`config.mk`:
```
export PLATFORM = sky130hd
export DESIGN_NAME = load_store_unit_flat
export DESIGN_NICKNAME = d
export VERILOG_FILES = /design/src/rtl/lsu_pkg.sv /design/src/rtl/lsu_if.sv /design/src/rtl/lsu_lane_align.sv /design/src/rtl/load_store_unit.sv /design/src/flat_wrapper.sv
export SDC_FILE = /design/constraint.sdc
export NUM_CORES = 1
export LEC_CHECK = 0
export CAP_MARGIN = 0
export CORE_UTILIZATION = 25
export DETAILED_ROUTE_END_ITERATION = 10
export PLACE_DENSITY = 0.48
export SLEW_MARGIN = 20
export SYNTH_ARGS = -nofsm -noshare
export SYNTH_HDL_FRONTEND = slang
export SYNTH_SLANG_ARGS = --single-unit
```
`constraint.sdc`:
```
create_clock -name clk -period 5.95 [get_ports clk]
set_input_delay 1.19 -clock clk [delete_from_list [all_inputs] [get_ports clk]]
set_output_delay 1.19 -clock clk [all_outputs]
set_load 0.05 [all_outputs]
```
`src/rtl/lsu_pkg.sv`:
```
// Load/store unit shared types and helpers.
// State encoding, RV32I width codes and request legality checks.
package lsu_pkg;

  typedef enum logic [1:0] {
    IDLE,
    LD_WAIT,
    RMW
  } state_t;

  localparam logic [2:0] F3_B  = 3'b000;
  localparam logic [2:0] F3_H  = 3'b001;
  localparam logic [2:0] F3_W  = 3'b010;
  localparam logic [2:0] F3_BU = 3'b100;
  localparam logic [2:0] F3_HU = 3'b101;

  function automatic logic is_misaligned(
    input logic [2:0] f3,
    input logic [1:0] lo
  );
    logic half_bad;
    logic word_bad;
    half_bad = ((f3 == F3_H) || (f3 == F3_HU)) && lo[0];
    word_bad = (f3 == F3_W) && (lo != 2'b00);
    return half_bad || word_bad;
  endfunction

  function automatic logic is_legal(
    input logic       st,
    input logic [2:0] f3
  );
    logic base;
    base = (f3 == F3_B) || (f3 == F3_H) || (f3 == F3_W);
    if (st) return base;
    return base || (f3 == F3_BU) || (f3 == F3_HU);
  endfunction

endpackage

```
`src/rtl/lsu_if.sv`:
```
// Execute-stage to load/store unit request and result bundle.
// master = execute side, slave = load/store unit.
interface lsu_if #(
  parameter int TID_W = 2
);
  logic             req_valid;
  logic             req_ready;
  logic             req_is_store;
  logic [2:0]       req_funct3;
  logic [31:0]      req_addr;
  logic [31:0]      req_wdata;
  logic [TID_W-1:0] req_tid;
  logic [4:0]       req_rd;
  logic             ld_valid;
  logic [31:0]      ld_data;
  logic [TID_W-1:0] ld_tid;
  logic [4:0]       ld_rd;
  logic             err_valid;
  logic [TID_W-1:0] err_tid;

  modport master (
    output req_valid, req_is_store, req_funct3,
    output req_addr, req_wdata, req_tid, req_rd,
    input  req_ready,
    input  ld_valid, ld_data, ld_tid, ld_rd,
    input  err_valid, err_tid
  );

  modport slave (
    input  req_valid, req_is_store, req_funct3,
    input  req_addr, req_wdata, req_tid, req_rd,
    output req_ready,
    output ld_valid, ld_data, ld_tid, ld_rd,
    output err_valid, err_tid
  );
endinterface

```
`src/rtl/lsu_lane_align.sv`:
```
// Byte/half lane handling for the load/store unit.
// merge=0: extract and extend a load; merge=1: splice store data into word.
module lsu_lane_align
  import lsu_pkg::*;
(
  input  logic        merge,
  input  logic [2:0]  funct3,
  input  logic [1:0]  lane,
  input  logic [31:0] word,
  input  logic [31:0] wdata,
  output logic [31:0] result
);

  logic [7:0]  byte_v;
  logic [15:0] half_v;

  // Select the addressed lane, then extend it or replace it
  always_comb begin
    byte_v = word[{lane, 3'b000} +: 8];
    half_v = lane[1] ? word[31:16] : word[15:0];
    result = word;
    if (merge) begin
      unique case (funct3)
        F3_B: result[{lane, 3'b000} +: 8] = wdata[7:0];
        F3_H: begin
          if (lane[1]) result[31:16] = wdata[15:0];
          else         result[15:0]  = wdata[15:0];
        end
        default: result = wdata;
      endcase
    end else begin
      unique case (funct3)
        F3_B:    result = {{24{byte_v[7]}}, byte_v};
        F3_H:    result = {{16{half_v[15]}}, half_v};
        F3_BU:   result = {24'h0, byte_v};
        F3_HU:   result = {16'h0, half_v};
        default: result = word;
      endcase
    end
  end

endmodule

```
`src/rtl/load_store_unit.sv`:
```
// Memory-access stage: loads, stores and sub-word read-modify-write
// against a 128-word data memory with one-cycle read latency.
module load_store_unit
  import lsu_pkg::*;
#(
  parameter int INDEX_W = 7,
  parameter int TID_W   = 2
) (
  input  logic               clk,
  input  logic               nReset,
  lsu_if.slave               bus,
  output logic               WriteCache,
  output logic               ReadEnable,
  output logic [INDEX_W-1:0] CacheIndexWrite,
  output logic [INDEX_W-1:0] CacheIndexRead,
  output logic [31:0]        WriteDataCache,
  input  logic [31:0]        CacheData
);

  state_t             state_q, state_d;
  logic [2:0]         f3_q, f3_d;
  logic [1:0]         lane_q, lane_d;
  logic [31:0]        wdata_q, wdata_d;
  logic [INDEX_W-1:0] idx_q, idx_d;
  logic [TID_W-1:0]   tid_q, tid_d;
  logic [4:0]         rd_q, rd_d;
  logic               ld_valid_q, ld_valid_d;
  logic [31:0]        ld_data_q, ld_data_d;
  logic [TID_W-1:0]   ld_tid_q, ld_tid_d;
  logic [4:0]         ld_rd_q, ld_rd_d;
  logic               err_valid_q, err_valid_d;
  logic [TID_W-1:0]   err_tid_q, err_tid_d;

  logic               accept;
  logic               bad;
  logic               do_err;
  logic               do_ld;
  logic               do_sw;
  logic               do_rmw;
  logic               rd_en;
  logic               wr_en;
  logic               ready;
  logic [INDEX_W-1:0] req_idx;
  logic [INDEX_W-1:0] idx_w;
  logic [31:0]        wd;
  logic [31:0]        load_data;
  logic [31:0]        merge_data;
  logic               unused_addr;

  assign req_idx     = bus.req_addr[INDEX_W+1:2];
  assign unused_addr = ^bus.req_addr[31:INDEX_W+2];

  assign accept = nReset && (state_q == IDLE) && bus.req_valid;
  assign bad    = !is_legal(bus.req_is_store, bus.req_funct3) ||
                  is_misaligned(bus.req_funct3, bus.req_addr[1:0]);
  assign do_err = accept && bad;
  assign do_ld  = accept && !bad && !bus.req_is_store;
  assign do_sw  = accept && !bad && bus.req_is_store &&
                  (bus.req_funct3 == F3_W);
  assign do_rmw = accept && !bad && bus.req_is_store &&
                  (bus.req_funct3 != F3_W);

  lsu_lane_align u_ld_align (
    .merge  (1'b0),
    .funct3 (f3_q),
    .lane   (lane_q),
    .word   (CacheData),
    .wdata  (32'h0),
    .result (load_data)
  );

  lsu_lane_align u_st_merge (
    .merge  (1'b1),
    .funct3 (f3_q),
    .lane   (lane_q),
    .word   (CacheData),
    .wdata  (wdata_q),
    .result (merge_data)
  );

  // Next state, memory strobes and registered result updates
  always_comb begin
    state_d     = state_q;
    f3_d        = f3_q;
    lane_d      = lane_q;
    wdata_d     = wdata_q;
    idx_d       = idx_q;
    tid_d       = tid_q;
    rd_d        = rd_q;
    ld_valid_d  = 1'b0;
    ld_data_d   = ld_data_q;
    ld_tid_d    = ld_tid_q;
    ld_rd_d     = ld_rd_q;
    err_valid_d = 1'b0;
    err_tid_d   = err_tid_q;
    rd_en       = 1'b0;
    wr_en       = 1'b0;
    ready       = 1'b0;
    idx_w       = idx_q;
    wd          = merge_data;
    unique case (state_q)
      IDLE: begin
        ready = 1'b1;
        if (do_ld || do_rmw) begin
          f3_d    = bus.req_funct3;
          lane_d  = bus.req_addr[1:0];
          wdata_d = bus.req_wdata;
          idx_d   = req_idx;
          tid_d   = bus.req_tid;
          rd_d    = bus.req_rd;
        end
        unique case (1'b1)
          do_err: begin
            err_valid_d = 1'b1;
            err_tid_d   = bus.req_tid;
          end
          do_ld: begin
            rd_en   = 1'b1;
            state_d = LD_WAIT;
          end
          do_sw: begin
            wr_en = 1'b1;
            idx_w = req_idx;
            wd    = bus.req_wdata;
          end
          do_rmw: begin
            rd_en   = 1'b1;
            state_d = RMW;
          end
          default: ;
        endcase
      end
      LD_WAIT: begin
        ld_valid_d = 1'b1;
        ld_data_d  = load_data;
        ld_tid_d   = tid_q;
        ld_rd_d    = rd_q;
        state_d    = IDLE;
      end
      RMW: begin
        wr_en   = 1'b1;
        state_d = IDLE;
      end
      default: state_d = IDLE;
    endcase
  end

  // State, latched request and registered results
  always_ff @(posedge clk or negedge nReset) begin
    if (!nReset) begin
      state_q     <= IDLE;
      f3_q        <= '0;
      lane_q      <= '0;
      wdata_q     <= '0;
      idx_q       <= '0;
      tid_q       <= '0;
      rd_q        <= '0;
      ld_valid_q  <= 1'b0;
      ld_data_q   <= '0;
      ld_tid_q    <= '0;
      ld_rd_q     <= '0;
      err_valid_q <= 1'b0;
      err_tid_q   <= '0;
    end else begin
      state_q     <= state_d;
      f3_q        <= f3_d;
      lane_q      <= lane_d;
      wdata_q     <= wdata_d;
      idx_q       <= idx_d;
      tid_q       <= tid_d;
      rd_q        <= rd_d;
      ld_valid_q  <= ld_valid_d;
      ld_data_q   <= ld_data_d;
      ld_tid_q    <= ld_tid_d;
      ld_rd_q     <= ld_rd_d;
      err_valid_q <= err_valid_d;
      err_tid_q   <= err_tid_d;
    end
  end

  assign bus.req_ready   = nReset && ready;
  assign ReadEnable      = nReset && rd_en;
  assign WriteCache      = nReset && wr_en;
  assign CacheIndexRead  = req_idx;
  assign CacheIndexWrite = idx_w;
  assign WriteDataCache  = wd;
  assign bus.ld_valid    = ld_valid_q;
  assign bus.ld_data     = ld_data_q;
  assign bus.ld_tid      = ld_tid_q;
  assign bus.ld_rd       = ld_rd_q;
  assign bus.err_valid   = err_valid_q;
  assign bus.err_tid     = err_tid_q;

endmodule

```
`src/flat_wrapper.sv`:
```
// flat-port wrapper written by rule: the top's interface ports become plain ports
module load_store_unit_flat import lsu_pkg::*;
#(
  parameter int INDEX_W = 7,
  parameter int TID_W   = 2
)
  (clk, nReset, WriteCache, ReadEnable, CacheIndexWrite, CacheIndexRead, WriteDataCache, CacheData, bus_req_valid, bus_req_is_store, bus_req_funct3, bus_req_addr, bus_req_wdata, bus_req_tid, bus_req_rd, bus_req_ready, bus_ld_valid, bus_ld_data, bus_ld_tid, bus_ld_rd, bus_err_valid, bus_err_tid);
  lsu_if #(.TID_W(TID_W)) bus_i ();
  input  logic clk;
  input  logic nReset;
  output logic WriteCache;
  output logic ReadEnable;
  output logic [INDEX_W-1:0] CacheIndexWrite;
  output logic [INDEX_W-1:0] CacheIndexRead;
  output logic [31:0] WriteDataCache;
  input  logic [31:0] CacheData;
  input wire logic [$bits(bus_i.req_valid)-1:0] bus_req_valid;
  input wire logic [$bits(bus_i.req_is_store)-1:0] bus_req_is_store;
  input wire logic [$bits(bus_i.req_funct3)-1:0] bus_req_funct3;
  input wire logic [$bits(bus_i.req_addr)-1:0] bus_req_addr;
  input wire logic [$bits(bus_i.req_wdata)-1:0] bus_req_wdata;
  input wire logic [$bits(bus_i.req_tid)-1:0] bus_req_tid;
  input wire logic [$bits(bus_i.req_rd)-1:0] bus_req_rd;
  output wire logic [$bits(bus_i.req_ready)-1:0] bus_req_ready;
  output wire logic [$bits(bus_i.ld_valid)-1:0] bus_ld_valid;
  output wire logic [$bits(bus_i.ld_data)-1:0] bus_ld_data;
  output wire logic [$bits(bus_i.ld_tid)-1:0] bus_ld_tid;
  output wire logic [$bits(bus_i.ld_rd)-1:0] bus_ld_rd;
  output wire logic [$bits(bus_i.err_valid)-1:0] bus_err_valid;
  output wire logic [$bits(bus_i.err_tid)-1:0] bus_err_tid;
  assign bus_i.req_valid = bus_req_valid;
  assign bus_i.req_is_store = bus_req_is_store;
  assign bus_i.req_funct3 = bus_req_funct3;
  assign bus_i.req_addr = bus_req_addr;
  assign bus_i.req_wdata = bus_req_wdata;
  assign bus_i.req_tid = bus_req_tid;
  assign bus_i.req_rd = bus_req_rd;
  assign bus_req_ready = bus_i.req_ready;
  assign bus_ld_valid = bus_i.ld_valid;
  assign bus_ld_data = bus_i.ld_data;
  assign bus_ld_tid = bus_i.ld_tid;
  assign bus_ld_rd = bus_i.ld_rd;
  assign bus_err_valid = bus_i.err_valid;
  assign bus_err_tid = bus_i.err_tid;
  load_store_unit #(.INDEX_W(INDEX_W), .TID_W(TID_W)) u_core (.clk(clk), .nReset(nReset), .bus(bus_i), .WriteCache(WriteCache), .ReadEnable(ReadEnable), .CacheIndexWrite(CacheIndexWrite), .CacheIndexRead(CacheIndexRead), .WriteDataCache(WriteDataCache), .CacheData(CacheData));
endmodule
```
== Word level (Yosys, flattened, before mapping) ==
Index checks and enable logic that the tools add are counted.

* Add/sub/neg operators: 1
* Multiply operators: 0
* Divide/modulo/power cells: 0
* Order comparisons: 0
* Equality and inequality tests: 11
* Shift operators: 3
* Mux-type cells: 23
* Bitwise operators: 0
* Reduce and logical (&&, ||, !) cells: 31

{| class="wikitable"
|+ Operators by type and width
! operator !! number
|-
| 32-bit case mux with 4 select lines || 1
|-
| 32-bit two-way mux || 2
|-
| 32-bit case mux with 2 select lines || 1
|-
| 16-bit two-way mux || 3
|-
| 32-bit bitwise mux || 1
|-
| 8-bit by 7-bit variable shift with 32-bit output (first input constant) || 1
|-
| 32-bit by 6-bit indexed part select with 8-bit output || 1
|-
| 8-bit by 7-bit indexed part select with 32-bit output || 1
|-
| 7-bit two-way mux || 2
|-
| 1-bit logical AND || 13
|-
| 3-bit == test (second input constant) || 4
|-
| 1-bit two-way mux || 10
|-
| 1-bit logical OR || 8
|-
| 5-bit negation with 7-bit output || 1
|-
| 3-bit by 1-bit == test with 1-bit output (second input constant) || 2
|-
| 3-bit logical NOT || 2
|-
| 2-bit case mux with 2 select lines || 1
|-
| 2-bit AND reduction || 2
|-
| 3-bit by 2-bit == test with 1-bit output (second input constant) || 1
|-
| 1-bit logical NOT || 3
|-
| 3-bit by 1-bit inequality test with 1-bit output (second input constant) || 1
|-
| 3-bit by 2-bit inequality test with 1-bit output (second input constant) || 1
|-
| 2-bit by 1-bit == test with 1-bit output (second input constant) || 1
|-
| 2-bit == test (second input constant) || 1
|-
| 5 further kinds || 5
|}

* Flip-flop bits (word level): 96
* Latch bits: 0
* Memory bits (writable): 0
* Bits in read-only memories: 0
* Input port bits: 110
* Output and inout port bits: 92
* Word-level logic and storage cells: 82
* Memories: 0

== Depth between registers and ports, before layout ==
Gate-level depths: netlist (run 1).

* Word-level depth: 16
* Mapped depth: 7
* Gate-level depth less buffers: 6

== Cells and area by module ==
Synthesis (run 1) repeated with hierarchy kept, for this count alone.

* Cell total of the unflattened synthesis: 919
* Area total of the unflattened synthesis: 8414.3 sq um

{| class="wikitable"
|+ Modules (own cells, without submodules)
! module !! times used !! cells each !! area an instance (sq um) !! sequential area each (sq um)
|-
| load_store_unit || 1 || 270 || 4225.3 || 2402.3
|-
| lsu_lane_align (u_core.u_ld_align) || 1 || 335 || 2202.1 || 0.0
|-
| lsu_lane_align (u_core.u_st_merge) || 1 || 314 || 1986.9 || 0.0
|}

== Least setup slack after synthesis (run 1) ==
No wires, ideal clock.

* Path type: input to output
* Start: in bus_req_funct3[0]
* End: out WriteDataCache[10]
* Arrival time: 3135 ps
* Required time: 4760 ps
* Slack: 1625 ps
* Stages: 5
* Buffers on the path: 1
* Cell sequence: or4_4 > a21oi_4 > nand2b_1 > clkbuf_1 > mux2i_1

* Longest elaborated chain between the ends: 14
* Elaborated cells between the ends (all ways): 23
* Those cells by class: 4 x eq/ne; 4 x mux; 15 x reduce/logical

{| class="wikitable"
|+ RTL lines
! element !! line !! text
|-
| start, declared || flat_wrapper.sv:19 || <nowiki>input wire logic [$bits(bus_i.req_funct3)-1:0] bus_req_funct3;</nowiki>
|-
| 3-bit by 1-bit == test with 1-bit output / 3-bit logical NOT (equally long branches) || lsu_pkg.sv:23, lsu_pkg.sv:33 ||
|-
| 1-bit logical OR (2 in a row) || lsu_pkg.sv:33 || <nowiki>base = (f3 == F3_B) || (f3 == F3_H) || (f3 == F3_W);</nowiki>
|-
| 1-bit logical OR (2 in a row) || lsu_pkg.sv:35 || <nowiki>return base || (f3 == F3_BU) || (f3 == F3_HU);</nowiki>
|-
| 1-bit two-way mux || lsu_pkg.sv:35 ||
|-
| 1-bit logical NOT || load_store_unit.sv:54 || <nowiki>assign bad = !is_legal(bus.req_is_store, bus.req_funct3) ||</nowiki>
|-
| 1-bit logical OR || load_store_unit.sv:54 ||
|-
| 1-bit logical NOT || load_store_unit.sv:58 || <nowiki>assign do_sw = accept && !bad && bus.req_is_store &&</nowiki>
|-
| 1-bit logical AND (2 in a row) || load_store_unit.sv:58 ||
|-
| 1-bit logical AND * || load_store_unit.sv:58 ||
|-
| 32-bit two-way mux * || load_store_unit.sv:112 || <nowiki>unique case (1'b1)</nowiki>
|-
| 32-bit two-way mux * || load_store_unit.sv:101 || <nowiki>unique case (state_q)</nowiki>
|-
| end, declared || flat_wrapper.sv:15 || <nowiki>output logic [31:0] WriteDataCache;</nowiki>
|}

Mark *: on every way between the ends. The rest lies on a longest branch, timed or not. The select of a mux whose other input is x is not followed.

== Worst setup path in the final report (run 1) ==
* Start: reg u_core.lane_q[1]
* End: out WriteDataCache[15]

* Longest elaborated chain between the ends: 6
* Elaborated cells between the ends (all ways): 8
* Those cells by class: 1 x add/sub; 2 x shift; 5 x mux

{| class="wikitable"
|+ RTL lines
! element !! line !! text
|-
| start, declared || load_store_unit.sv:22 || <nowiki>logic [1:0] lane_q, lane_d;</nowiki>
|-
| start signal, assigned || load_store_unit.sv:167 || <nowiki>lane_q <= lane_d;</nowiki>
|-
| 5-bit negation with 7-bit output || n/a ||
|-
| 8-bit by 7-bit indexed part select with 32-bit output / 8-bit by 7-bit variable shift with 32-bit output (equally long branches) || n/a ||
|-
| 32-bit bitwise mux || lsu_lane_align.sv:24 || <nowiki>F3_B: result[{lane, 3'b000} +: 8] = wdata[7:0];</nowiki>
|-
| 32-bit case mux with 2 select lines * || lsu_lane_align.sv:23 || <nowiki>unique case (funct3)</nowiki>
|-
| 32-bit two-way mux || load_store_unit.sv:112 ||
|-
| 32-bit two-way mux * || load_store_unit.sv:101 ||
|}

Mark *: on every way between the ends. The rest lies on a longest branch, timed or not.

==> metrics.md, run 1 <==
| Metric | Value |
|---|---|
| Run status | finished clean |
| Pin count of the biggest net entering global routing | 54 |
| Routed WL | 20.9 mm |
| Synth Warn # | 0 |
| MaxCap Viol Count | 0 |
| Largest family of logic cells by synthesized area | compound AO/OA/AOI/OAI gates |
| Post-layout min period | 5.48 ns |
| WL/cell | 21.2 um |
| Sequential area share after synthesis | 42.0% |
| Final worst path period share | 92.1% |
| Worst setup SP type | flip-flop |
| Remaining antenna violation count | 0 |
| Initial Util | 25.9% |
| Sink Count | 96 |
| Largest delay contributor family on the critical path | buffers and inverters |
| Num CTS Buffers | 9 |
| Primary FF master, synth | dfrtp_1 |
| Diode count | 0 |
| Vias in the first global route | 5113 |
| Layout Skew | 0.00604 ns |
| Setup tns final | 0 ns |
| XOR/XNOR share of the synthesized area | 0% |
| Worst skew pair latency | 0.35 ns |
| Dpl ws | 0.579 ns |
| Initial antenna violation count | 0 |
| Syn Inst Count | 554 |
| Number of synthesized flops with an enable pin | 0 |
| Post-synthesis adder-cell area fraction | 1.09% |
| WS Path Type | reg2out |
| CP cell instances | clkinv_1 > ha_1 > nand3b_1 > nor3_1 > a222oi_1 > mux2i_1 > clkdlybuf4s50_1 |
| Max Fclk | 183 MHz |
| Number of port buffers | 178 |
| HPWL Detailed | 15.5 mm |
| Mapped cell area | 5720 um2 |
| Hold Crit Class | reg2reg |
| Overflow after GRT | 0 |
| Worst vdd ir | 0.228 mV |
| Clock Pin Slew Worst Setup and Hold Paths | 0.07 ns |
| First-pass GRT wire length | 31.6 mm |
| CTS Buffer Depth | 2 |
| Post-synthesis compound-gate area fraction | 19.9% |
| CP arrival | 4.29 ns |
| Slew Viols, Final | 0 |
| #FFs+latches synth | 96 |
| PnR worst setup slack | 0.473 ns |
| Hold WS | 0.475 ns |
| Fill cells | 2189 |
| Die width | 153 um |
| Drt via density | 5.17 |
| Final nets | 820 |
| # IOs | 202 |
| Final setup vio count | 0 |
| Measured slew at the worst slew-check pin | 1.04 ns |
| Share of the synthesized area in the top cell type | 42.0% |
| Die area | 23500 um2 |
| Area contributors post-synth | dfrtp_1 (42%), mux2_4 (12%), mux2_2 (5.3%), nand2_1 (4.3%), o21ai_0 (3.1%) |
| Leak | 3.43 nW |
| Total power | 0.00362 W |
| Initial DRC Count | 471 |
| TritonCTS clock tree | built |
| Largest area contributor in the netlist | dfrtp_1 |
| RePlAce Congestion | 0.835 |
| Syn avg cell area | 10.3 um2 |
| Async S/R FF share, synth | 100% |
| Post-CTS Resized | 0 |
| Syn nets | 669 |
| Top fanout value on the critical path | 15 |
| Final Instance Area | 7930 um2 |
| CP endpoint kind | output pin |
| Root Buffer | clkbuf_16 |
| Power per cell area | 456 nW/um2 |
| Simple-gate area share of the yosys netlist | 12.0% |
| Cell Rows | 54 |
| GRT Util Overall | 17.9% |
| Die H | 153 um |
| Core area | 22100 um2 |
| Slowest stage delay, CP | 0.86 ns |
| Most frequent cells in the layout | clkdlybuf4s50_1 (161), dfrtp_1 (96), nand2_1 (65) |
| Hold Vio Cnt, Final | 0 |
| Slowest cell on the critical path | clkdlybuf4s50_1 |
| Placed inst area | 7630 um2 |
| Drt pass-1 iters | 6 |
| Routed vias | 5114 |
| Drt drc | 0 |
| Layout cell share with drive strength beyond 1 | 17.3% |
| Area grow syn2layout | 38.7% |
| Yosys cell types | 50 |
| CP Buf/Inv Count | 2 |
| Max-slew headroom | 29.8% |
| CTS HTree Levels | 3 |
| Postcts setup bufs | 0 |
| CP required | 4.76 ns |
| # hold bufs at CTS | 0 |
| RSZ-0062 raised after global routing | no |
| Commonest non-fill, non-tap cell in the layout | clkdlybuf4s50_1 |
| Post-synthesis mux area share | 19.6% |
-- worst min-delay path: cells and delay by family (launching register included) --
| kind | cells | cell delay [ns] |
|---|---|---|
| simple gates | 2 | 0.11 |
| flops | 1 | 0.34 |
-- metrics by stage --
step | utilization (%) | instances
CTS | 35.9 | 989
global route | 35.9 | 989
floorplan | - | 554
detailed placement | 34.6 | 974
finish | 35.9 | 989
global placement | 34.6 | 974
-- power by group --
group	internal, W	switching [W]	total (W)
Clock	0.000336	0.000267	0.000603
Sequential	0.000842	0.000170	0.00101
Combinational	0.000744	0.00126	0.00200
-- final timing paths --
check | from | to | slack, ns | depth (start not counted)
max | u_core.lane_q[1] | WriteDataCache[15] | 0.47 | 7
min | u_core.bus.ld_rd[0] | u_core.bus.ld_rd[0] | 0.48 | 2
max reg2reg | u_core.lane_q[1] | u_core.bus.ld_data[30] | 3.38 | 5
min reg2reg | u_core.bus.ld_rd[0] | u_core.bus.ld_rd[0] | 0.48 | 2
max in group asynchronous | nReset | u_core.bus.ld_data[3] | 3.82 | 3
min in group asynchronous | nReset | u_core.idx_q[3] | 0.97 | 2
-- sequential cells by signal, summed over array words and instances (netlist names) --
name and cells:
u_core.bus.ld_rd 5, u_core.idx_q 7, u_core.rd_q 5, u_core.wdata_q 32
u_core.state_q 2, u_core.bus.ld_tid 2, u_core.lane_q 2, u_core.bus.ld_valid 1
u_core.bus.ld_data 32, u_core.bus.err_tid 2, u_core.f3_q 3, u_core.bus.err_valid 1
u_core.tid_q 2
-- cell usage after synthesis, drive strengths merged (4+ instances only) --
library cell / instances
a222oi: 8
o31ai: 20
nand2: 66
a221oi: 8
ha: 5
nor3: 5
a211o: 7
a31oi: 8
mux2i: 9
clkbuf: 21
or3: 11
a221o: 11
o22ai: 8
buf: 27
nor2b: 5
dfrtp: 96
inv: 12
a22oi: 12
o21ai: 35
a21o: 4
and3b: 5
nor2: 31
nand2b: 7
a21oi: 34
mux2: 74
-- logic make-up after synthesis --
logic type | after synthesis
DFF | 96
muxes | 84
AOI/OAI and AO/OA | 165
buffers and inverters | 62
and+or+nand+nor | 142
adders and majority gates | 5
-- final cells by class --
class / count / area [um2] / share of cell area (%)
Clock buffer: 10 / 239 / 3.01
Clock inverter: 5 / 56.3 / 0.710
Inverter: 14 / 52.6 / 0.663
Multi-Input combinational cell: 396 / 3020 / 38.0
Sequential cell: 96 / 2400 / 30.3
Tap cell: 280 / 350 / 4.42
Timing Repair Buffer: 188 / 1810 / 22.9
-- routing by layer --
metal	track usage, %	vias up	part of all wire (%)
met1	24.3	2521	44
met2	27.6	224	46
li1	-	2339	-
met3	3.66	30	6.9
met5	0	-	0
met4	7.74	0	2.6
No activity file was read; power rests on OpenSTA's default activity.
==> run 2, diff against run 1 <==
--- a/config.mk
+++ b/config.mk
@@ -5,7 +5,7 @@
 export SDC_FILE = /design/constraint.sdc
 export NUM_CORES = 1
 export LEC_CHECK = 0
-export CAP_MARGIN = 0
+export CAP_MARGIN = 30
 export CORE_UTILIZATION = 25
 export DETAILED_ROUTE_END_ITERATION = 10
 export PLACE_DENSITY = 0.48
==> metrics.md, run 2 (synthesis gave the netlist of run 1 again) <==
| Metric | Value |
|---|---|
| Hold depth | 2 (unchanged) |
| WL/cell | 21.3 um (+0.52%) |
| Setup tns final | 0 ns (unchanged) |
| Worst setup SP type | primary input |
| Placed inst area | 7640 um2 (about the same) |
| Remaining antenna violation count | 0 (unchanged) |
| Final setup vio count | 0 (unchanged) |
| Layout Skew | 0.00745 ns (+0.00141 ns) |
| TritonCTS clock tree | built |
| Power per cell area | 460 nW/um2 (+0.90%) |
| Initial antenna violation count | 0 (unchanged) |
| HPWL Detailed | 15.4 mm (-0.12%) |
| PnR worst setup slack | 0.574 ns (+0.102 ns) |
| CP arrival | 4.19 ns (-0.10 ns) |
| Post-Place Cells | 975 (+0.10%) |
| Final worst path period share | 90.3% (-1.7 points) |
| Slew Viols, Final | 0 (unchanged) |
| Final non-filler cell total | 993 (+0.40%) |
| R2r startpoint | u_core.lane_q[1] |
| Run status | finished clean |
| Die H | 153 um (unchanged) |
| Routed WL | 21.1 mm (+0.92%) |
| Drt via density | 5.19 (+0.42%) |
| # hold bufs at CTS | 0 (unchanged) |
| Vias in the first global route | 5030 (-1.6%) |
| Leak | 3.45 nW (+0.57%) |
| Final Instance Area | 7970 um2 (+0.52%) |
| RSZ-0062 raised after global routing | no |
| R2r worst-path depth | 5 (unchanged) |
| MaxCap Viol Count | 0 (unchanged) |
| Worst vdd ir | 0.212 mV (-7.4%) |
| Most frequent cells in the layout | clkdlybuf4s50_1 (161), dfrtp_1 (96), nand2_1 (65) |
| Die width | 153 um (unchanged) |
| Postcts setup bufs | 0 (unchanged) |
| Drt drc | 0 (unchanged) |
| Hold Crit Class | reg2reg |
| Final core occ | 36.1% (+0.19 points) |
| Root Buffer | clkbuf_16 |
| Dpl ws | 0.559 ns (-0.0202 ns) |
| Die area | 23500 um2 (unchanged) |
| Drt pass-1 iters | 5 (-1) |
| First-pass GRT wire length | 31.6 mm (+0.11%) |
| Post-layout min period | 5.38 ns (-0.102 ns) |
| Max-slew headroom | 41.4% (+12 points) |
| CP endpoint kind | output pin |
| CP startpoint | bus_req_funct3[0] |
| Overflow after GRT | 0 (unchanged) |
| Hold_sp | u_core.bus.ld_rd[1] |
| Number of port buffers | 178 (unchanged) |
| Measured slew at the worst slew-check pin | 0.879 ns (-0.165 ns) |
| Clock Pin Slew Worst Setup and Hold Paths | 0.07 ns (about the same) |
| Sink Count | 96 (unchanged) |
| Worst skew pair latency | 0.36 ns (about the same) |
| Commonest non-fill, non-tap cell in the layout | clkdlybuf4s50_1 |
| Hold Vio Cnt, Final | 0 (unchanged) |
| WS Path Type | in2out |
| Pin count of the biggest net entering global routing | 54 (unchanged) |
| Routed vias | 5156 (+0.82%) |
| Initial DRC Count | 524 (+11%) |
| Diode count | 0 (unchanged) |
| Area grow syn2layout | 39.4% |
| Final nets | 823 (+0.37%) |
| CTS HTree Levels | 3 (unchanged) |
| RePlAce Congestion | 0.835 (unchanged) |
| Num CTS Buffers | 9 (unchanged) |
| Core area | 22100 um2 (unchanged) |
| Initial Util | 25.9% (unchanged) |
| Post-CTS Resized | 0 (unchanged) |
| Layout cell share with drive strength beyond 1 | 17.7% (+0.32 points) |
| Cell Rows | 54 (unchanged) |
| Fill cells | 2174 (-0.69%) |
| # IOs | 202 (unchanged) |
| CTS Buffer Depth | 2 (unchanged) |
| CP required | 4.76 ns (about the same) |
| Max Fclk | 186 MHz (+1.9%) |
| Top fanout value on the critical path | 8 (-7) |
| GRT Util Overall | 18.0% (+0.035 points) |
run 2: changes by cell type in the layout (fill, tap and decap cells not counted), sizes merged:
| cell | before | now |
|---|---|---|
| bufinv | 1 | 2 |
| clkinv | 4 | 3 |
| clkinvlp | 1 | 2 |
| buf | 27 | 30 |
run 2: through the flow:
step                power, W  hold WS [ns]
floorplan            0.00234         0.439
global placement     0.00301         0.448
detailed placement   0.00303         0.463
CTS                  0.00370         0.480
global route         0.00384         0.511
finish               0.00367         0.477
run 2: metal layers:
| metal | global-route usage [%] | vias to the layer above | share of wire (%) |
|---|---|---|---|
| met5 | 0 | - | 0 |
| met2 | 27.9 | 205 | 47 |
| met4 | 7.12 | 0 | 2.2 |
| li1 | - | 2353 | - |
| met3 | 4.00 | 24 | 6.7 |
| met1 | 24.2 | 2574 | 44 |
run 2: power by group:
group / internal (W) / total, W / switching [W]
registers: 0.000841 / 0.00101 / 0.000171
logic: 0.000747 / 0.00201 / 0.00126
clock network: 0.000371 / 0.000648 / 0.000276
total: 0.00196 / 0.00367 / 0.00171
run 2: layout make-up:
class	count	area [um2]	area share, %
Multi-Input combinational cell	396	3020	37.8
Sequential cell	96	2400	30.1
Timing Repair Buffer	191	1830	22.9
Tap cell	280	350	4.39
Clock buffer	10	229	2.87
Clock inverter	6	92.6	1.16
Inverter	14	52.6	0.659
run 2: critical path: stages:
cell and delay [ns]:
clkdlybuf4s50_1 0.49, or4_4 0.62, a21oi_4 0.27, nand2b_1 0.41, mux2i_1 0.36, clkdlybuf4s50_1 0.85
run 2: final timing paths:
| kind | end | slack [ns] |
|---|---|---|
| setup / recovery | WriteDataCache[15] | 0.57 |
| hold / removal | u_core.bus.ld_rd[1] | 0.48 |
| setup reg to reg | u_core.bus.ld_data[30] | 3.33 |
| hold reg to reg | u_core.bus.ld_rd[1] | 0.48 |
| max in group asynchronous | u_core.bus.ld_data[6] | 3.81 |
| min in group asynchronous | u_core.idx_q[3] | 0.97 |
